## src/rtl/stopwatch_pkg.sv

```systemverilog
// Shared types and helpers for the MM:SS BCD stopwatch/timer.
package stopwatch_pkg;

  typedef enum logic [1:0] {
    ST_IDLE  = 2'd0,
    ST_RUN   = 2'd1,
    ST_PAUSE = 2'd2,
    ST_DONE  = 2'd3
  } state_t;

  typedef logic [3:0] bcd_t;

  localparam bcd_t SEC_TENS_MAX = 4'd5;
  localparam bcd_t DIGIT_MAX    = 4'd9;

  // BCD compare of minutes is a plain binary compare once both digits are legal.
  function automatic logic preset_valid(input logic [7:0] pmin,
                                        input logic [7:0] psec,
                                        input logic [7:0] min_limit);
    return (pmin[7:4] <= DIGIT_MAX) && (pmin[3:0] <= DIGIT_MAX) &&
           (psec[7:4] <= SEC_TENS_MAX) && (psec[3:0] <= DIGIT_MAX) &&
           (pmin <= min_limit);
  endfunction

endpackage

```

## src/rtl/stopwatch_counter_digit.sv

```systemverilog
// One BCD digit with runtime modulus, up/down count and parallel load.
module bcd_digit_counter
  import stopwatch_pkg::*;
(
  input  logic clk,
  input  logic reset,
  input  logic en,
  input  logic dir,
  input  logic load,
  input  bcd_t load_val,
  input  bcd_t max_val,
  output bcd_t value,
  output logic carry
);

  bcd_t value_q, value_d;

  always_comb begin
    value_d = value_q;
    if (load) begin
      value_d = load_val;
    end else if (en) begin
      if (!dir) begin
        value_d = (value_q == max_val) ? 4'd0 : value_q + 4'd1;
      end else begin
        value_d = (value_q == 4'd0) ? max_val : value_q - 4'd1;
      end
    end
  end

  always_ff @(posedge clk) begin
    if (reset) value_q <= '0;
    else       value_q <= value_d;
  end

  // Carry on wrap up, borrow on wrap down; gated by en so digits chain directly.
  assign carry = en && (dir ? (value_q == 4'd0) : (value_q == max_val));
  assign value = value_q;

endmodule

```

## src/rtl/stopwatch_counter.sv

```systemverilog
// MM:SS BCD stopwatch/timer driven by divider ticks.
// Optional lap-hold display freeze enabled by defining STOPWATCH_LAP_HOLD_EN.
module stopwatch_counter
  import stopwatch_pkg::*;
#(
  parameter logic [7:0] MIN_LIMIT             = 8'h99,
  parameter bit         START_DOWN_EMPTY_DONE = 1'b1
) (
  input  logic       clk,
  input  logic       reset,
  input  logic       tick,
  input  logic       start_stop,
  input  logic       clear,
  input  logic       load,
  input  logic       mode,
  input  logic [7:0] preset_min,
  input  logic [7:0] preset_sec,
  input  logic       lap,
  output logic [7:0] disp_min,
  output logic [7:0] disp_sec,
  output logic       running,
  output logic       done,
  output logic       load_err
);

  state_t      state_q, state_d;
  logic        mode_q, mode_d;
  logic        load_err_q, load_err_d;
  logic        cnt_load, cnt_en;
  logic [15:0] cnt_load_val;
  logic [15:0] count;
  bcd_t        sec_ones, sec_tens, min_ones, min_tens;
  logic        c_sec_ones, c_sec_tens, c_min_ones, c_min_tens;

  assign count = {min_tens, min_ones, sec_tens, sec_ones};

  bcd_digit_counter u_sec_ones (
    .clk(clk), .reset(reset), .en(cnt_en), .dir(mode_q), .load(cnt_load),
    .load_val(cnt_load_val[3:0]), .max_val(DIGIT_MAX),
    .value(sec_ones), .carry(c_sec_ones));

  bcd_digit_counter u_sec_tens (
    .clk(clk), .reset(reset), .en(c_sec_ones), .dir(mode_q), .load(cnt_load),
    .load_val(cnt_load_val[7:4]), .max_val(SEC_TENS_MAX),
    .value(sec_tens), .carry(c_sec_tens));

  bcd_digit_counter u_min_ones (
    .clk(clk), .reset(reset), .en(c_sec_tens), .dir(mode_q), .load(cnt_load),
    .load_val(cnt_load_val[11:8]), .max_val(DIGIT_MAX),
    .value(min_ones), .carry(c_min_ones));

  bcd_digit_counter u_min_tens (
    .clk(clk), .reset(reset), .en(c_min_ones), .dir(mode_q), .load(cnt_load),
    .load_val(cnt_load_val[15:12]), .max_val(DIGIT_MAX),
    .value(min_tens), .carry(c_min_tens));

  // Terminal values stop the chain before it would wrap, so the top carry is never used.
  always_comb begin
    state_d      = state_q;
    mode_d       = mode_q;
    load_err_d   = 1'b0;
    cnt_load     = 1'b0;
    cnt_load_val = '0;
    cnt_en       = 1'b0;
    if (clear) begin
      state_d  = ST_IDLE;
      cnt_load = 1'b1;
    end else if (load && state_q != ST_RUN) begin
      if (preset_valid(preset_min, preset_sec, MIN_LIMIT)) begin
        cnt_load     = 1'b1;
        cnt_load_val = {preset_min, preset_sec};
        state_d      = ST_IDLE;
      end else begin
        load_err_d = 1'b1;
      end
    end else begin
      if (start_stop) begin
        case (state_q)
          ST_IDLE, ST_PAUSE: begin
            if (mode && count == 16'h0000) begin
              if (START_DOWN_EMPTY_DONE) begin
                state_d = ST_DONE;
                mode_d  = mode;
              end
            end else begin
              state_d = ST_RUN;
              mode_d  = mode;
            end
          end
          ST_RUN:  state_d = ST_PAUSE;
          default: state_d = state_q;
        endcase
      end
      if (tick && state_q == ST_RUN) begin
        if (!mode_q) begin
          if (count == {MIN_LIMIT, 8'h59}) state_d = ST_DONE;
          else                             cnt_en  = 1'b1;
        end else if (count == 16'h0000) begin
          state_d = ST_DONE;
        end else begin
          cnt_en = 1'b1;
          if (count == 16'h0001) state_d = ST_DONE;
        end
      end
    end
  end

  always_ff @(posedge clk) begin
    if (reset) begin
      state_q    <= ST_IDLE;
      mode_q     <= 1'b0;
      load_err_q <= 1'b0;
    end else begin
      state_q    <= state_d;
      mode_q     <= mode_d;
      load_err_q <= load_err_d;
    end
  end

`ifdef STOPWATCH_LAP_HOLD_EN
  logic        hold_q, hold_d;
  logic [15:0] held_q, held_d;

  always_comb begin
    hold_d = hold_q;
    held_d = held_q;
    if (cnt_load || state_d == ST_DONE) begin
      hold_d = 1'b0;
    end else if (lap && !load_err_d && (state_q == ST_RUN || state_q == ST_PAUSE)) begin
      hold_d = !hold_q;
      if (!hold_q) held_d = count;
    end
  end

  always_ff @(posedge clk) begin
    if (reset) begin
      hold_q <= 1'b0;
      held_q <= '0;
    end else begin
      hold_q <= hold_d;
      held_q <= held_d;
    end
  end

  assign {disp_min, disp_sec} = hold_q ? held_q : count;
`else
  logic lap_unused;
  assign lap_unused           = lap;
  assign {disp_min, disp_sec} = count;
`endif

  assign running  = (state_q == ST_RUN);
  assign done     = (state_q == ST_DONE);
  assign load_err = load_err_q;

endmodule

```

## config.mk

```make
export PLATFORM = sky130hd
export DESIGN_NAME = stopwatch_counter
export DESIGN_NICKNAME = d
export VERILOG_FILES = /design/src/rtl/stopwatch_pkg.sv /design/src/rtl/stopwatch_counter_digit.sv /design/src/rtl/stopwatch_counter.sv
export SDC_FILE = /design/constraint.sdc
export NUM_CORES = 1
export LEC_CHECK = 0
export BUFFER_PORTS_ARGS = -buffer_cell sky130_fd_sc_hd__buf_4
export CAP_MARGIN = 20
export CORE_ASPECT_RATIO = 2
export CORE_MARGIN = 5
export CORE_UTILIZATION = 32
export CTS_BUF_LIST = sky130_fd_sc_hd__clkbuf_8 sky130_fd_sc_hd__clkbuf_16
export CTS_CLUSTER_SIZE = 20
export DETAILED_ROUTE_END_ITERATION = 16
export PLACE_DENSITY = 0.51
export SLEW_MARGIN = 20
export SYNTH_ARGS = -nofsm -noshare
export SYNTH_HDL_FRONTEND = slang
export SYNTH_HIERARCHICAL = 1
export SYNTH_SLANG_ARGS = --single-unit
```

## constraint.sdc

```tcl
create_clock -name clk -period 3.5 [get_ports clk]
set_input_delay 0.7 -clock clk [delete_from_list [all_inputs] [get_ports clk]]
set_output_delay 0.7 -clock clk [all_outputs]
set_load 0.01 [all_outputs]
```

Yosys cells after proc, flatten, opt, wreduce, memory -nomap -nowiden
Index checks and enable logic that the tools add are counted.
W data, S select, Z words.

word-level totals
  output and inout bits = 19
  latch bits = 0
  word-level logic and storage cells = 103
  memory bits (writable) = 0
  memories kept = 0
  register bits = 20
  ROM bits = 0

cells by class
  reductions and logical operators = 24
  mux-type cells = 46
  bitwise operators = 2
  equality and inequality tests = 11
  shifts and indexed selects = 0
  add/subtract/negate cells = 8
  multipliers = 0
  $lt $le $gt $ge = 5
  divide/modulo/power cells = 0

operators with widths
  kind                    number
  $mux W4                 20
  $mux W16                3
  $mux W2                 9
  $add A4 B1 Y4 const B   4
  $eq A16 B1 Y1 const B   1
  $eq A16 B16 Y1 const B  1
  $logic_not A16 Y1       1
  $logic_not A4 Y1        4
  $sub A4 B1 Y4 const B   4
  $mux W1                 13
  $eq A4 B4 Y1 const B    3
  $le A4 B4 Y1 const B    3
  $logic_and A1 B1 Y1     10
  $le A8 B8 Y1 const B    1
  $reduce_bool A2 Y1      4
  $eq A2 B2 Y1 const B    2
  $eq A4 B3 Y1 const B    1
  $le A4 B3 Y1 const B    1
  $ne A2 B1 Y1 const B    2
  $pmux W2 S2             1
  $reduce_and A4 Y1       1
  $reduce_or A2 Y1        2
  $reduce_or A3 Y1        1
  $eq A2 B1 Y1 const B    1
  other kinds (2)         3

Depth between registers and ports, before layout
  word-level depth = 11
  depth in mapped cells = 18
  depth with buffers taken out = 14

Hierarchy
Netlist, hierarchy kept.

modules (own cells, without submodules)
  module             seq. area each (sq um)  instances  area each (sq um)  cells an instance
  bcd_digit_counter  80.1                    4          450.4              61
  stopwatch_counter  80.1                    1          449.2              64

Worst setup path after synthesis
OpenSTA, ideal clock, no wires.

  kind = reg2reg
  start point = register mode_q
  end point = register u_min_tens.value_q[0], in the netlist u_min_tens/value[0]
  required time = 3.362 ns
  path buffers = 4
  data arrival time = 2.819 ns
  slack = 0.543 ns
  cell stages (with the launch flop) = 18
  clock period less this slack = 2.957 ns
  cell sequence = dfxtp_1 > or4_4 > a21oi_1 > nor3_1 > buf_2 > inv_1 > a21oi_1 > buf_2 > inv_1 > a21oi_1 > buf_2 > inv_1 > a21oi_1 > buf_2 > inv_1 > a31o_2 > a21oi_1 > a221oi_1

between the ends
  cells in the longest elaborated chain, start to end = 8
  elaborated cells on any way between the ends = 14
  classes of those cells = mux (10); reduce/logical (4)

RTL lines
  item                          RTL line                       RTL
  from (decl)                   stopwatch_counter.sv:27        logic mode_q, mode_d;
  from (signal assigned)        stopwatch_counter.sv:115       mode_q <= mode_d;
  $mux W1                       stopwatch_counter.sv:95        if (!mode_q) begin
  $mux W1                       stopwatch_counter.sv:94        if (tick && state_q == ST_RUN) begin
  $mux W1                       stopwatch_counter.sv:68        end else if (load && state_q != ST_RUN) begin
  $mux W1                       stopwatch_counter.sv:65        if (clear) begin
  net cnt_en                    stopwatch_counter.sv:29        logic cnt_load, cnt_en;
  $logic_and A1 B1 Y1           stopwatch_counter_digit.sv:37  assign carry = en && (dir ? (value_q == 4'd0) : (value_q == max_val));
  net c_sec_ones                stopwatch_counter.sv:33        logic c_sec_ones, c_sec_tens, c_min_ones, c_min_tens;
  $logic_and A1 B1 Y1           stopwatch_counter_digit.sv:37
  net c_sec_tens                stopwatch_counter.sv:33
  $logic_and A1 B1 Y1           stopwatch_counter_digit.sv:37
  net c_min_ones                stopwatch_counter.sv:33
  $reduce_bool A2 Y1 (no line)  --
  to (signal assigned)          stopwatch_counter_digit.sv:33  else value_q <= value_d;
  to (decl)                     stopwatch_counter_digit.sv:16  bcd_t value_q, value_d;

The timed path passes the listed nets, and every way through them passes these cells. The select of a mux whose other input is x is not followed.
A chain may end at the register's enable or synchronous reset.

Worst setup path after layout
  start point = register u_sec_tens.value_q[0], in the netlist u_sec_tens/value[0]
  end point = register u_min_tens.value_q[0], in the netlist u_min_tens/value[0]

between the ends
  cells in the longest elaborated chain, start to end = 10
  elaborated cells on any way between the ends = 15
  classes of those cells = eq/ne (2); mux (7); reduce/logical (6)

RTL lines
  item                                                 RTL line
  from (decl)                                          stopwatch_counter_digit.sv:16
  from (signal assigned)                               stopwatch_counter_digit.sv:33
  $eq A16 B16 Y1 or $logic_not A16 Y1 (tied branches)  stopwatch_counter.sv:96, stopwatch_counter.sv:98
  $mux W1, on equally long branches                    stopwatch_counter.sv:96, stopwatch_counter.sv:98
  $mux W1 (*)                                          stopwatch_counter.sv:95
  $mux W1 (*)                                          stopwatch_counter.sv:94
  $mux W1 (*)                                          stopwatch_counter.sv:68
  $mux W1 (*)                                          stopwatch_counter.sv:65
  net cnt_en                                           stopwatch_counter.sv:29
  $logic_and A1 B1 Y1 (*)                              stopwatch_counter_digit.sv:37
  net c_sec_ones                                       stopwatch_counter.sv:33
  $logic_and A1 B1 Y1 (*)                              stopwatch_counter_digit.sv:37
  net c_sec_tens                                       stopwatch_counter.sv:33
  $logic_and A1 B1 Y1 (*)                              stopwatch_counter_digit.sv:37
  net c_min_ones                                       stopwatch_counter.sv:33
  $reduce_bool A2 Y1 (no line) (*)                     --

The timed path passes the listed nets; every way through them passes the cells marked *.

==> results.cfg <==
[cts]
worst_skew_pair.late_latency_ns = 0.26
cts-buffers-inserted = 3
cts_hold_repair.buffers = 0
cts.root.buffer_cell = sky130_fd_sc_hd__clkbuf_16
clock_sink_count = 20
cts_tree = built
post_cts_sizing_count = 0
clk_pin_slew_ns = 0.06
post_cts_buffers = 0
h_tree_depth_reported_by_cts = 1
clock_tree.buffer_depth = 2

[setup_path]
setup.worst_path.start_class = flip-flop
critical_path.startpoint = u_sec_tens/value[0]
cp_data_arrival_time_ns = 2.87
critical-path-top-cell-by-count = sky130_fd_sc_hd__a21oi_1
worst-endpoint-required_ns = 3.62
worstPathMaxFanout = 11
timing_worst_setup_path_type = reg2reg
cpLargestDelayFamily = compound AO/OA/AOI/OAI gates
timing.critical_path.slowest_cell_delay_ns = 0.60
worst_setup_path_end_kind = flip-flop
critical_path.cell_chain = nor4_1 -> nand3_1 -> a21oi_1 -> nor3_1 -> inv_1 -> a21oi_1 -> inv_1 -> a21oi_1 -> inv_1 -> a21oi_1 -> buf_4 -> inv_1 -> a31o_2 -> a21oi_1 -> a221oi_1
cpMaxStageDelayCell = sky130_fd_sc_hd__dfxtp_1
critical_path.reg2reg.startpoint = u_sec_tens/value[0]
timing.critical_path.buf_inv = 5

[place]
hpwlAfterDp_um = 4990
port-buffer-count = 41
gp_congestion = 0.869

[pwr]
power_per_standard_cell_area_mw_per_mm2 = 259
tot_pwr_uw = 746
leakage_uw = 0.00126
peakVddDrop_mv = 0.136

[sta]
report.final.hold_viol_count = 0
endpoints_failing_setup = 0
fmaxAchievable_mhz = 364
final_period_minus_worst_setup_slack_ns = 2.75
tns_ns = 0
grt_setup_unrepaired = no
final_max_slew_viol_count = 0
final.period_utilization_pct = 78.6
final.setup_skew_ns = 0.00380

[global_route]
grt.total_usage_pct = 14.7
largest_net_degree_at_the_start_of_global_routing = 37
via_count_of_the_first_global_routing_pass = 2244
antenna_found_initial = 0
total_global_routing_overflow = 0
grt_first_pass_wirelength_um = 10700

[drt]
drtAntennaViolNets = 0
first_pass_iteration_count_of_the_detailed_router = 4
drt_first_iter_violations = 75
routed_length_per_instance_um = 13.9
wirelength_um = 6520
post-route-drc-count = 0
vias = 2333
via_per_inst = 4.97

[hold_path]
worst_hold_startpoint = state_q[0]
worstHoldPathType = reg2reg

[cells_and_area]
syn_to_final_growth_pct = 28.8
antenna_cells = 0
share_of_the_core_filled_with_cells_pct = 41.8
layout_common_cells = sky130_fd_sc_hd__buf_4, sky130_fd_sc_hd__conb_1, sky130_fd_sc_hd__inv_1, sky130_fd_sc_hd__nor2_1
leading_cell_type_in_the_layout_fill_and_taps_excluded = sky130_fd_sc_hd__buf_4
design.final.nets = 412
drive_above_1_share_pct = 19.3

[synthesis]
post_synth.cell_area_avg_sq_um = 7.34
synthesis.instances = 304
synthesis.area_sq_mm = 0.00223
synthesis.yosys.warnings = 6

[floorplanning]
chipHeight_um = 128
initial_utilization_pct = 32.4
die_width_um = 69.1
ios = 43
placementRows = 43
die_area_sq_mm = 0.00885
design.core.area_sq_mm = 0.00689

[run_status]
run_status = completed

[run]
max-cap-violations = 0
layout make-up:
class                           count  area (sq um)
Clock buffer                        3          75.1
Clock inverter                      1          30.0
Fill cell                         766          4010
Multi-Input combinational cell    273          1750
Sequential cell                    20           400
Tap cell                           90           113
Inverter                           29           109
Timing Repair Buffer               53           398
through the flow:
stage	hold slack (ns)	area, sq um	setup slack [ns]	instances
floorplan	0.583	2360	0.576	339
global placement	0.627	2770	0.724	465
detailed placement	0.623	2770	0.720	465
CTS	0.638	2880	0.687	469
global route	0.661	2880	0.395	469
finish	0.639	2880	0.749	469
per-layer routing:
layer	vias up	wire, um	global-route usage, %
met5	-	0	0
met4	0	177	6.44
met3	12	177	1.57
met2	42	3540	28.1
met1	1082	2620	15.9
li1	1197	-	-
power breakdown:
group          switching [uW]  total (uW)  internal, uW
Sequential               18.2         253           235
Clock                    96.1         323           227
Combinational            91.3         169          78.0
path summary, 6_finish.rpt:
path                          to  slack (ns)  cells after the start
max          u_min_tens/value[0]        0.75                     15
min                   state_q[0]        0.64                      3
max reg2reg  u_min_tens/value[0]        0.75                     15
min reg2reg           state_q[0]        0.64                      3
worst min-delay path: cells and delay by family, from the launching register on:
family           cells  cell delay, ns
AO/OA/AOI/OAI        2            0.15
AND/OR/NAND/NOR      1            0.10
flip-flops           1            0.34
flip-flops by register name, summed over array words and instances, names as in the netlist:
name / count
load_err: 1
mode_q: 1
state_q: 2
u_min_ones/value: 4
u_min_tens/value: 4
u_sec_ones/value: 4
u_sec_tens/value: 4
Power figures use the tool's default switching activity.
